## src/rtl/fir_sample_writer.sv

```systemverilog
// fir_sample_writer: writes incoming audio samples into a circular tap RAM,
// kicks the FIR engine with the oldest-sample address, and captures its
// result. A watchdog bounds the wait for the engine and sets a sticky error
// when it expires. All outputs are registered and line up with the state
// they belong to.
module fir_sample_writer #(
  parameter int unsigned SETTLE_CYCLES  = 2,
  parameter int unsigned TIMEOUT_CYCLES = 255
) (
  input  logic        clk,
  input  logic        reset,
  input  logic [6:0]  num_taps_m1,
  input  logic [15:0] sample_in,
  input  logic        sample_valid,
  output logic        sample_ready,
  output logic [6:0]  ram_wr_addr,
  output logic [15:0] ram_wr_data,
  output logic        ram_wr_en,
  output logic        filt_reset,
  output logic [6:0]  filt_start_addr,
  output logic [6:0]  filt_last_addr,
  input  logic        filt_done,
  input  logic [15:0] filt_result,
  output logic [15:0] result_out,
  output logic        result_valid,
  output logic        timeout_err
);

  localparam int unsigned CW = 16;
  localparam logic [CW-1:0] SETTLE_LAST  = CW'(SETTLE_CYCLES - 1);
  localparam logic [CW-1:0] TIMEOUT_LAST = CW'(TIMEOUT_CYCLES - 1);

  typedef enum logic [2:0] {
    CLEAR,
    IDLE,
    WRITE,
    START,
    SETTLE,
    RUN,
    OUTPUT
  } state_t;

  state_t        r_state, w_state;
  logic          r_taps_ok, w_taps_ok;
  logic [6:0]    r_last, w_last;
  logic [6:0]    r_clr_addr, w_clr_addr;
  logic [6:0]    r_wr_ptr, w_wr_ptr;
  logic [CW-1:0] r_cnt, w_cnt;

  logic          r_sample_ready, w_sample_ready;
  logic [6:0]    r_ram_wr_addr, w_ram_wr_addr;
  logic [15:0]   r_ram_wr_data, w_ram_wr_data;
  logic          r_ram_wr_en, w_ram_wr_en;
  logic          r_filt_reset, w_filt_reset;
  logic [6:0]    r_filt_start_addr, w_filt_start_addr;
  logic [6:0]    r_filt_last_addr, w_filt_last_addr;
  logic [15:0]   r_result_out, w_result_out;
  logic          r_result_valid, w_result_valid;
  logic          r_timeout_err, w_timeout_err;

  logic [6:0]    w_ptr_adv;

  // Ring pointer wraps to 0 after the latched last tap index.
  assign w_ptr_adv = (r_wr_ptr == r_last) ? '0 : r_wr_ptr + 7'd1;

  // Next-state and next-output decode. Outputs are computed for the state
  // being entered so that, once registered, they coincide with that state.
  always_comb begin
    w_state           = r_state;
    w_taps_ok         = r_taps_ok;
    w_last            = r_last;
    w_clr_addr        = r_clr_addr;
    w_wr_ptr          = r_wr_ptr;
    w_cnt             = r_cnt;
    w_sample_ready    = 1'b0;
    w_ram_wr_addr     = r_ram_wr_addr;
    w_ram_wr_data     = r_ram_wr_data;
    w_ram_wr_en       = 1'b0;
    w_filt_reset      = 1'b0;
    w_filt_start_addr = r_filt_start_addr;
    w_filt_last_addr  = r_filt_last_addr;
    w_result_out      = r_result_out;
    w_result_valid    = 1'b0;
    w_timeout_err     = r_timeout_err;

    case (r_state)
      CLEAR: begin
        if (!r_taps_ok) begin
          // First cycle out of reset: latch ring length and issue the
          // write of address 0 at the same time.
          w_taps_ok        = 1'b1;
          w_last           = num_taps_m1;
          w_filt_last_addr = num_taps_m1;
          w_clr_addr       = '0;
          w_ram_wr_en      = 1'b1;
          w_ram_wr_addr    = '0;
          w_ram_wr_data    = '0;
        end else if (r_clr_addr == r_last) begin
          w_state        = IDLE;
          w_sample_ready = 1'b1;
          w_wr_ptr       = '0;
        end else begin
          w_clr_addr    = r_clr_addr + 7'd1;
          w_ram_wr_en   = 1'b1;
          w_ram_wr_addr = r_clr_addr + 7'd1;
          w_ram_wr_data = '0;
        end
      end

      IDLE: begin
        if (sample_valid && r_sample_ready) begin
          w_state       = WRITE;
          w_ram_wr_en   = 1'b1;
          w_ram_wr_addr = r_wr_ptr;
          w_ram_wr_data = sample_in;
        end else begin
          w_sample_ready = 1'b1;
        end
      end

      WRITE: begin
        w_state           = START;
        w_wr_ptr          = w_ptr_adv;
        w_filt_reset      = 1'b1;
        w_filt_start_addr = w_ptr_adv;
        w_cnt             = '0;
      end

      START: begin
        w_cnt = '0;
        if (SETTLE_CYCLES == 0) begin
          w_state = RUN;
        end else begin
          w_state = SETTLE;
        end
      end

      SETTLE: begin
        if (r_cnt == SETTLE_LAST) begin
          w_state = RUN;
          w_cnt   = '0;
        end else begin
          w_cnt = r_cnt + 1'b1;
        end
      end

      RUN: begin
        if (filt_done) begin
          w_state        = OUTPUT;
          w_result_out   = filt_result;
          w_result_valid = 1'b1;
        end else if (r_cnt == TIMEOUT_LAST) begin
          w_state        = IDLE;
          w_timeout_err  = 1'b1;
          w_sample_ready = 1'b1;
        end else begin
          w_cnt = r_cnt + 1'b1;
        end
      end

      OUTPUT: begin
        w_state        = IDLE;
        w_sample_ready = 1'b1;
      end

      default: begin
        w_state = CLEAR;
      end
    endcase
  end

  // State and output registers; reset holds the filter cleared and restarts CLEAR.
  always_ff @(posedge clk) begin
    if (reset) begin
      r_state           <= CLEAR;
      r_taps_ok         <= 1'b0;
      r_last            <= '0;
      r_clr_addr        <= '0;
      r_wr_ptr          <= '0;
      r_cnt             <= '0;
      r_sample_ready    <= 1'b0;
      r_ram_wr_addr     <= '0;
      r_ram_wr_data     <= '0;
      r_ram_wr_en       <= 1'b0;
      r_filt_reset      <= 1'b1;
      r_filt_start_addr <= '0;
      r_filt_last_addr  <= '0;
      r_result_out      <= '0;
      r_result_valid    <= 1'b0;
      r_timeout_err     <= 1'b0;
    end else begin
      r_state           <= w_state;
      r_taps_ok         <= w_taps_ok;
      r_last            <= w_last;
      r_clr_addr        <= w_clr_addr;
      r_wr_ptr          <= w_wr_ptr;
      r_cnt             <= w_cnt;
      r_sample_ready    <= w_sample_ready;
      r_ram_wr_addr     <= w_ram_wr_addr;
      r_ram_wr_data     <= w_ram_wr_data;
      r_ram_wr_en       <= w_ram_wr_en;
      r_filt_reset      <= w_filt_reset;
      r_filt_start_addr <= w_filt_start_addr;
      r_filt_last_addr  <= w_filt_last_addr;
      r_result_out      <= w_result_out;
      r_result_valid    <= w_result_valid;
      r_timeout_err     <= w_timeout_err;
    end
  end

  assign sample_ready    = r_sample_ready;
  assign ram_wr_addr     = r_ram_wr_addr;
  assign ram_wr_data     = r_ram_wr_data;
  assign ram_wr_en       = r_ram_wr_en;
  assign filt_reset      = r_filt_reset;
  assign filt_start_addr = r_filt_start_addr;
  assign filt_last_addr  = r_filt_last_addr;
  assign result_out      = r_result_out;
  assign result_valid    = r_result_valid;
  assign timeout_err     = r_timeout_err;

endmodule

```

## config.mk

```make
export PLATFORM = sky130hd
export DESIGN_NAME = fir_sample_writer
export DESIGN_NICKNAME = d
export VERILOG_FILES = /design/src/rtl/fir_sample_writer.sv
export SDC_FILE = /design/constraint.sdc
export NUM_CORES = 1
export LEC_CHECK = 0
export ABC_AREA = 1
export BUFFER_PORTS_ARGS = -buffer_cell sky130_fd_sc_hd__buf_2
export CAP_MARGIN = 30
export CORE_UTILIZATION = 49
export DETAILED_ROUTE_END_ITERATION = 16
export PLACE_DENSITY = 0.76
export REMOVE_ABC_BUFFERS = 1
export SETUP_SLACK_MARGIN = 0.4
export SLEW_MARGIN = 20
export SYNTH_ARGS = -nofsm -noshare
export SYNTH_HDL_FRONTEND = slang
export SYNTH_SLANG_ARGS = --single-unit
```

## constraint.sdc

```tcl
create_clock -name clk -period 1.45 [get_ports clk]
set_clock_uncertainty 0.05 [all_clocks]
set_input_delay 0 -clock clk [delete_from_list [all_inputs] [get_ports clk]]
set_output_delay 0 -clock clk [all_outputs]
set_load 0.05 [all_outputs]
```

==> results of run 1 <==
## metal layers
| metal | GRT overflow | global-route usage (%) |
|---|---|---|
| met1 | 0 | 55.1 |
| met2 | 1 | 81.8 |
| met3 | 0 | 34.7 |
| met4 | 1 | 55.1 |
| met5 | 0 | 6.15 |
## stage by stage
step           TNS (ns)  setup WS (ns)
2_1_floorplan    -21.39         -0.571
3_3_place_gp      -2.55         -0.118
3_5_place_dp      -4.50         -0.154
4_1_cts           -2.84        -0.0814
## logic make-up after synthesis
logic type	share of synthesized area, %
adders and majority gates	1.34
buffers and inverters	8.22
xor gates and xnor gates	2.43
DFF	39.3
AOI/OAI and AO/OA	11.9
and+or+nand+nor	36.8
## what timing repair did
action,4_1_cts
buffers inserted,11
gates cloned,6
setup endpoints to repair,104
hold buffers,39
pin swaps,36
endpoints found under the hold margin,39
resized for setup,141
==> run metrics, run 1 <==
clk sinks=between 90 and 100; largest net degree at the start of global routing=59; port bufs=100; error msg=[ERROR GRT-0232] Routing congestion too high. Check the congestion heatmap in the GUI.; placed insts=roughly 1000; fraction of registers with async set/reset=0%; Clock Path Buffers=2; Cell Area, Synth=roughly 4700 um^2; TritonCTS Buffers=9; worst_ep kind=sequential cell input; top cell type's share of synthesized area=between 30% and 40%; Synth area leaders=dfxtp_1, nand2_1, nand3_1; Detailed Place HPWL=~9400 um; Initial Util=50.7%; GRT worst endpoint=r_state[0]$_SDFFE_PP0P_/D; post-synthesis register bit count=between 90 and 100; GPL Wtd Cong=just over 0.9; register area share after synthesis=39.3%; outcome=stopped before the end; Die Ht=99.8 um; Failed at=5_1_grt; die width=around 100 um; clock root cell=clkbuf_8; top cells by count, synth=nand2_1, dfxtp_1, nor2_1; placed inst area=5990 um^2; gr ovfl total=2; Warnings, synthesis=0; count leader, synth=nand2_1; cell count after synthesis=roughly 690; Netlist cell types=35; Syn Area/Cell=roughly 6.8 um^2; post-synth top area cell=dfxtp_1; EDFF count, synth=0; Tot GR Track Use=56.8%; Std-Cell Rows=35; I/O pins=101; H-tree Lvls=3; Most used DFF post-synth=dfxtp_1
==> run 2: changes to the inputs <==
CORE_UTILIZATION = 35   (was 49)
PLACE_DENSITY = default   (was 0.76)
PLACE_DENSITY_LB_ADDON = 0.15   (was default)
SETUP_SLACK_MARGIN = default   (was 0.4)
clock period = 1.9 ns   (was 1.45 ns; I/O delays follow)
==> run metrics, run 2 <==
outcome=complete, no violations; VDD IR max=0.470 mV; cell count after synthesis=around 690; area of the multi-input gates=around 2500 um^2; die footprint=about 14000 um^2; layout cells sized above 1=between 20% and 30%; max_cap viols=0; Worst R2R Path Depth=8; crit-path max FO=7; top cells by count, synth=nand2_1, dfxtp_1, nor2_1; post-route cell area=~6000 um^2; EDFF count, synth=0; clk slew on worst S/H paths=0.06 ns; top cell type's share of synthesized area=39.3%; slowest cell on the critical path=dfxtp_1; CTS tree=yes; hold worst-path end=sample_ready$_SDFF_PP0_; most frequent cells in the layout=nand2_1, buf_2, dfxtp_1; Tot GR Track Use=19.6%; Non-Filler Instances=between 1000 and 1500; Final Max Slew Viols=0; count leader, synth=nand2_1; vias in the first global route=around 4500; hold_ws=0.0540 ns; Syn Area/Cell=about 6.8 um^2; Util after Layout=48.0%; Post-Route WL=13300 um; H-tree Lvls=3; register area share after synthesis=about 39%; RSZ-0062 raised after global routing=yes; Hold Path Depth=4; LEAKAGE=around 2.8 nW; Worst setup EP type=register; CP cell instances=ha_1 -> nand3_1 -> nor2_1 -> nand2_1 -> nand2_1 -> nand2_1 -> o21ai_0 -> nor2_1; storage element area=1840 um^2; Core ar.=12800 um^2; initial antenna violation count=0; pre-CTS setup slack=roughly 0.13 ns; DR WL met3=458 um; Final setup viols=0; Peak Freq=around 570 MHz; reg-to-reg startpoint=r_cnt[0]$_SDFFE_PP0P_; placed inst area=~5400 um^2; first-pass GRT wire length=between 20000 and 25000 um; post-synthesis register bit count=92; Warnings, synthesis=0; Worst R2R Setup Slack=0.15 ns; met1 wire length=slightly below 6000 um; routed vias/inst=about 4.7; placed insts=roughly 960; die width=between 100 and 150 um; worst hold start=filt_done; clock root cell=clkbuf_16; CP arrival=1.93 ns; fraction of registers with async set/reset=0%; Initial Util=between 30 and 40%; Detailed Route Iter0 Violations=approximately 350; crit start category=register; gr ovfl total=0; reg2reg end=r_cnt[0]$_SDFFE_PP0P_; Synth area leaders=dfxtp_1, nand2_1, nand3_1; CP required=between 2 and 2.5 ns; Die Ht=between 100 and 150 um; Nets=about 890; GPL Wtd Cong=~0.89; Routed WL per cell=between 10 and 15 um; port bufs=100; area grow syn2layout=31.2%; post-synth top area cell=dfxtp_1; Clock Path Buffers=2; cell mode on critical path=nand2_1; antenna viol nets, final=0; Tot Pwr=slightly above 8 mW; Max-slew headroom=between 50 and 60%; via count=~4800; Most used DFF post-synth=dfxtp_1; Tmin final=1.75 ns; Netlist cell types=35; routed wl met2=a little under 7000 um; Clk Latency, worst-skew pair=0.35 ns; I/O pins=101; drt first pass iters=4; filler cell count=approximately 1300; Detailed Place HPWL=approximately 9300 um; Hold Vio Cnt, Final=0; setup TNS=0 ns; Least-Margin Pin Slew=between 0.6 and 0.7 ns; ant diodes=0; clk sinks=between 90 and 100; WS Path Type=register to register; Power per Cell Area=about 1300 nW/um^2; Cell Area, Synth=4690 um^2; Critical Path Max Stage Delay=around 0.46 ns; largest net degree at the start of global routing=just under 60; commonest non-fill, non-tap cell in the layout=nand2_1; TritonCTS Buffers=9; uppermost layer routed=met4; Tcrit/Tclk final=~92%; DRC Markers=0; Std-Cell Rows=between 40 and 50; Hold/Removal Path Class=input pin to register; PnR worst setup slack=0.154 ns
run 2: cell counts after synthesis:
Identical to the previous run, type by type.
run 2: what timing repair did:
action	in CTS	in global routing
hold buffers	39	0
buffers inserted	0	2
endpoints found under the setup margin	0	33
endpoints found under the hold margin	39	0
resized for setup	0	5
run 2: cell type report:
cell class                      count  area share (%)
Multi-Input combinational cell    512            40.1
Sequential cell                    92            29.9
Timing Repair Buffer              160            17.0
Inverter                           64            4.05
Clock buffer                       11            3.95
Tap cell                          172            3.50
Clock inverter                      5            1.36
run 2: how the worst max path moves through the flow:
stage	start	endpoint	depth (start not counted)
2_1_floorplan	filt_last_addr[3]$_SDFFE_PP0P_	r_wr_ptr[0]$_SDFFE_PP0P_	11
3_3_place_gp	r_cnt[12]$_SDFFE_PP0P_	r_cnt[1]$_SDFFE_PP0P_	8
3_5_place_dp	r_cnt[12]$_SDFFE_PP0P_	r_cnt[0]$_SDFFE_PP0P_	8
4_1_cts	r_cnt[12]$_SDFFE_PP0P_	r_cnt[0]$_SDFFE_PP0P_	8
5_1_grt	filt_last_addr[3]$_SDFFE_PP0P_	ram_wr_addr[2]$_SDFFE_PP0P_	11
6_report	r_cnt[0]$_SDFFE_PP0P_	r_cnt[0]$_SDFFE_PP0P_	8
run 2: cells by family after synthesis:
| kind of cell | after synthesis | synth area share (%) |
|---|---|---|
| simple gates | 394 | 36.8 |
| compound gates | 100 | 11.9 |
| flops | 92 | 39.3 |
| buf+inv | 89 | 8.22 |
| xor+xnor | 13 | 2.43 |
| fa+ha+maj | 5 | 1.34 |
run 2: power by group:
part           switching, mW  internal, mW  leakage [nW]  total (mW)
Combinational           2.54          1.14          1.87        3.67
Sequential             0.356          2.27         0.747        2.62
Clock                  0.792          1.19         0.152        1.99
run 2: metal layers:
metal	up-vias	global-route usage [%]
met2	93	34.7
met1	2178	23.2
met4	0	6.25
met5	-	0
li1	2500	-
met3	14	4.55
run 2: critical path: cells and delay by family (launching register included):
family,cells,cell delay [ns]
AND/OR/NAND/NOR,6,0.65
flip-flops,1,0.46
AO/OA/AOI/OAI,1,0.27
adder cells (fa/ha/maj),1,0.20
(Power assumes the default switching activity.)
==> run 3: changes to the inputs <==
RECOVER_POWER = 25   (was default)
==> run metrics, run 3 (same netlist as run 2, synthesis figures left out) <==
routed vias/inst=between 4 and 5; Util after Layout=between 40% and 50%; RSZ-0062 raised after global routing=yes; Detailed Route Iter0 Violations=308; port bufs=100; Power per Cell Area=approximately 1400 nW/um^2; initial antenna violation count=0; M2 GR Usage=about a third; Tcrit/Tclk final=91.9%; CP required=2.07 ns; Clock Path Buffers=2; Clk Latency, worst-skew pair=~0.35 ns; die width=118 um; Detailed Place HPWL=just over 9000 um; clk slew on worst S/H paths=0.07 ns; Core ar.=between 10000 and 15000 um^2; Worst R2R Path Depth=11; Final Max Slew Viols=0; clock root cell=clkbuf_16; Least-Margin Pin Slew=a little under 0.7 ns; Tmin final=about 1.7 ns; vias in the first global route=~4500; gr ovfl total=0; area grow syn2layout=30.3%; Initial Util=36.5%; DRC Markers=0; Nets=just under 900; max_cap viols=0; GPL Wtd Cong=0.890; largest net degree at the start of global routing=59; Hold Vio Cnt, Final=0; die footprint=around 14000 um^2; global routing's busiest layer=met2; Hold Path Depth=4; Max-slew headroom=54.4%; CP arrival=about 1.9 ns; TritonCTS Buffers=9; Post-Route WL=between 10000 and 15000 um; Std-Cell Rows=around 40; met3 Use GR=approximately 4.6%; Worst R2R Setup Slack=around 0.15 ns; outcome=complete, no violations; Die Ht=118 um; drt first pass iters=5; WS Path Type=register to register; crit start category=register; Routed WL per cell=roughly 13 um; H-tree Lvls=3; most frequent cells in the layout=nand2_1, dfxtp_1, nor2_1; ant diodes=0; Final setup viols=0; first-pass GRT wire length=between 20000 and 25000 um; via count=just under 5000; clk sinks=92; GR Util met1=23.2%; antenna viol nets, final=0; Tot GR Track Use=slightly below 20%; I/O pins=between 100 and 150; hold_ws=0.0550 ns; LEAKAGE=2.61 nW; CTS tree=yes; crit-path max FO=17; Hold/Removal Path Class=input pin to register; Worst setup EP type=register; VDD IR max=~0.47 mV; layout cells sized above 1=17.7%; commonest non-fill, non-tap cell in the layout=nand2_1; Peak Freq=around 570 MHz
-- run 3: cell count changes in the layout (fill, tap and decap cells not counted) --
cell / before / now
buf_2: 100 / 63
clkbuf_1: 1 / 38
-- run 3: worst paths after layout --
kind,from,endpoint
setup / recovery,r_state[1]$_SDFFE_PP0P_,r_cnt[12]$_SDFFE_PP0P_
hold / removal,filt_done,sample_ready$_SDFF_PP0_
setup reg to reg,r_state[1]$_SDFFE_PP0P_,r_cnt[12]$_SDFFE_PP0P_
hold reg to reg,timeout_err$_SDFFE_PP0P_,timeout_err$_SDFFE_PP0P_
-- run 3: per-layer routing --
| layer | routed length, um | share of wire [%] |
|---|---|---|
| met4 | 202 | 1.5 |
| met1 | 5940 | 45 |
| met2 | 6720 | 50 |
| met3 | 466 | 3.5 |
| met5 | 0 | 0 |
-- run 3: cell type report --
type / instances / area [um^2]
Fill cell: 1335 / 6720
Clock buffer: 11 / 243
Sequential cell: 92 / 1840
Multi-Input combinational cell: 512 / 2470
Clock inverter: 5 / 83.8
Inverter: 64 / 249
Timing Repair Buffer: 160 / 1000
Tap cell: 172 / 215
-- run 3: timing repair --
action / in CTS / in global routing
hold buffers: 39 / 0
hold endpoints to repair: 39 / 0
buffers inserted: 0 / 2
gates resized for setup: 0 / 5
setup endpoints to repair: 0 / 33
-- run 3: per-stage QoR --
stage | power, mW | cells | setup WS, ns | area [um^2] | setup TNS, ns
2_1_floorplan | 5.17 | 668 | -0.121 | 4550 | -1.45
3_3_place_gp | 6.17 | 959 | 0.134 | 5410 | 0
3_5_place_dp | 6.19 | 959 | 0.128 | 5410 | 0
4_1_cts | 8.28 | 1014 | 0.116 | 6120 | 0
5_1_grt | 8.89 | 1016 | -0.0216 | 6100 | -0.0294
6_report | 8.27 | 1016 | 0.155 | 6100 | 0
-- run 3: critical path, stage by stage, from the launching register on --
cell,delay [ns]
dfxtp_1,0.47
nand2_2,0.13
nor2_4,0.15
inv_2,0.11
nand3_2,0.08
nand2_2,0.05
inv_2,0.09
nand2_8,0.13
inv_6,0.16
nand2_1,0.07
nand2_1,0.06
nor2_1,0.04
-- run 3: report_power, final --
part / leakage [nW] / internal (mW) / total, mW / switching, mW
registers: 0.747 / 2.27 / 2.62 / 0.356
clock network: 0.152 / 1.19 / 1.99 / 0.792
logic: 1.71 / 1.13 / 3.66 / 2.53
total: 2.61 / 4.59 / 8.27 / 3.68
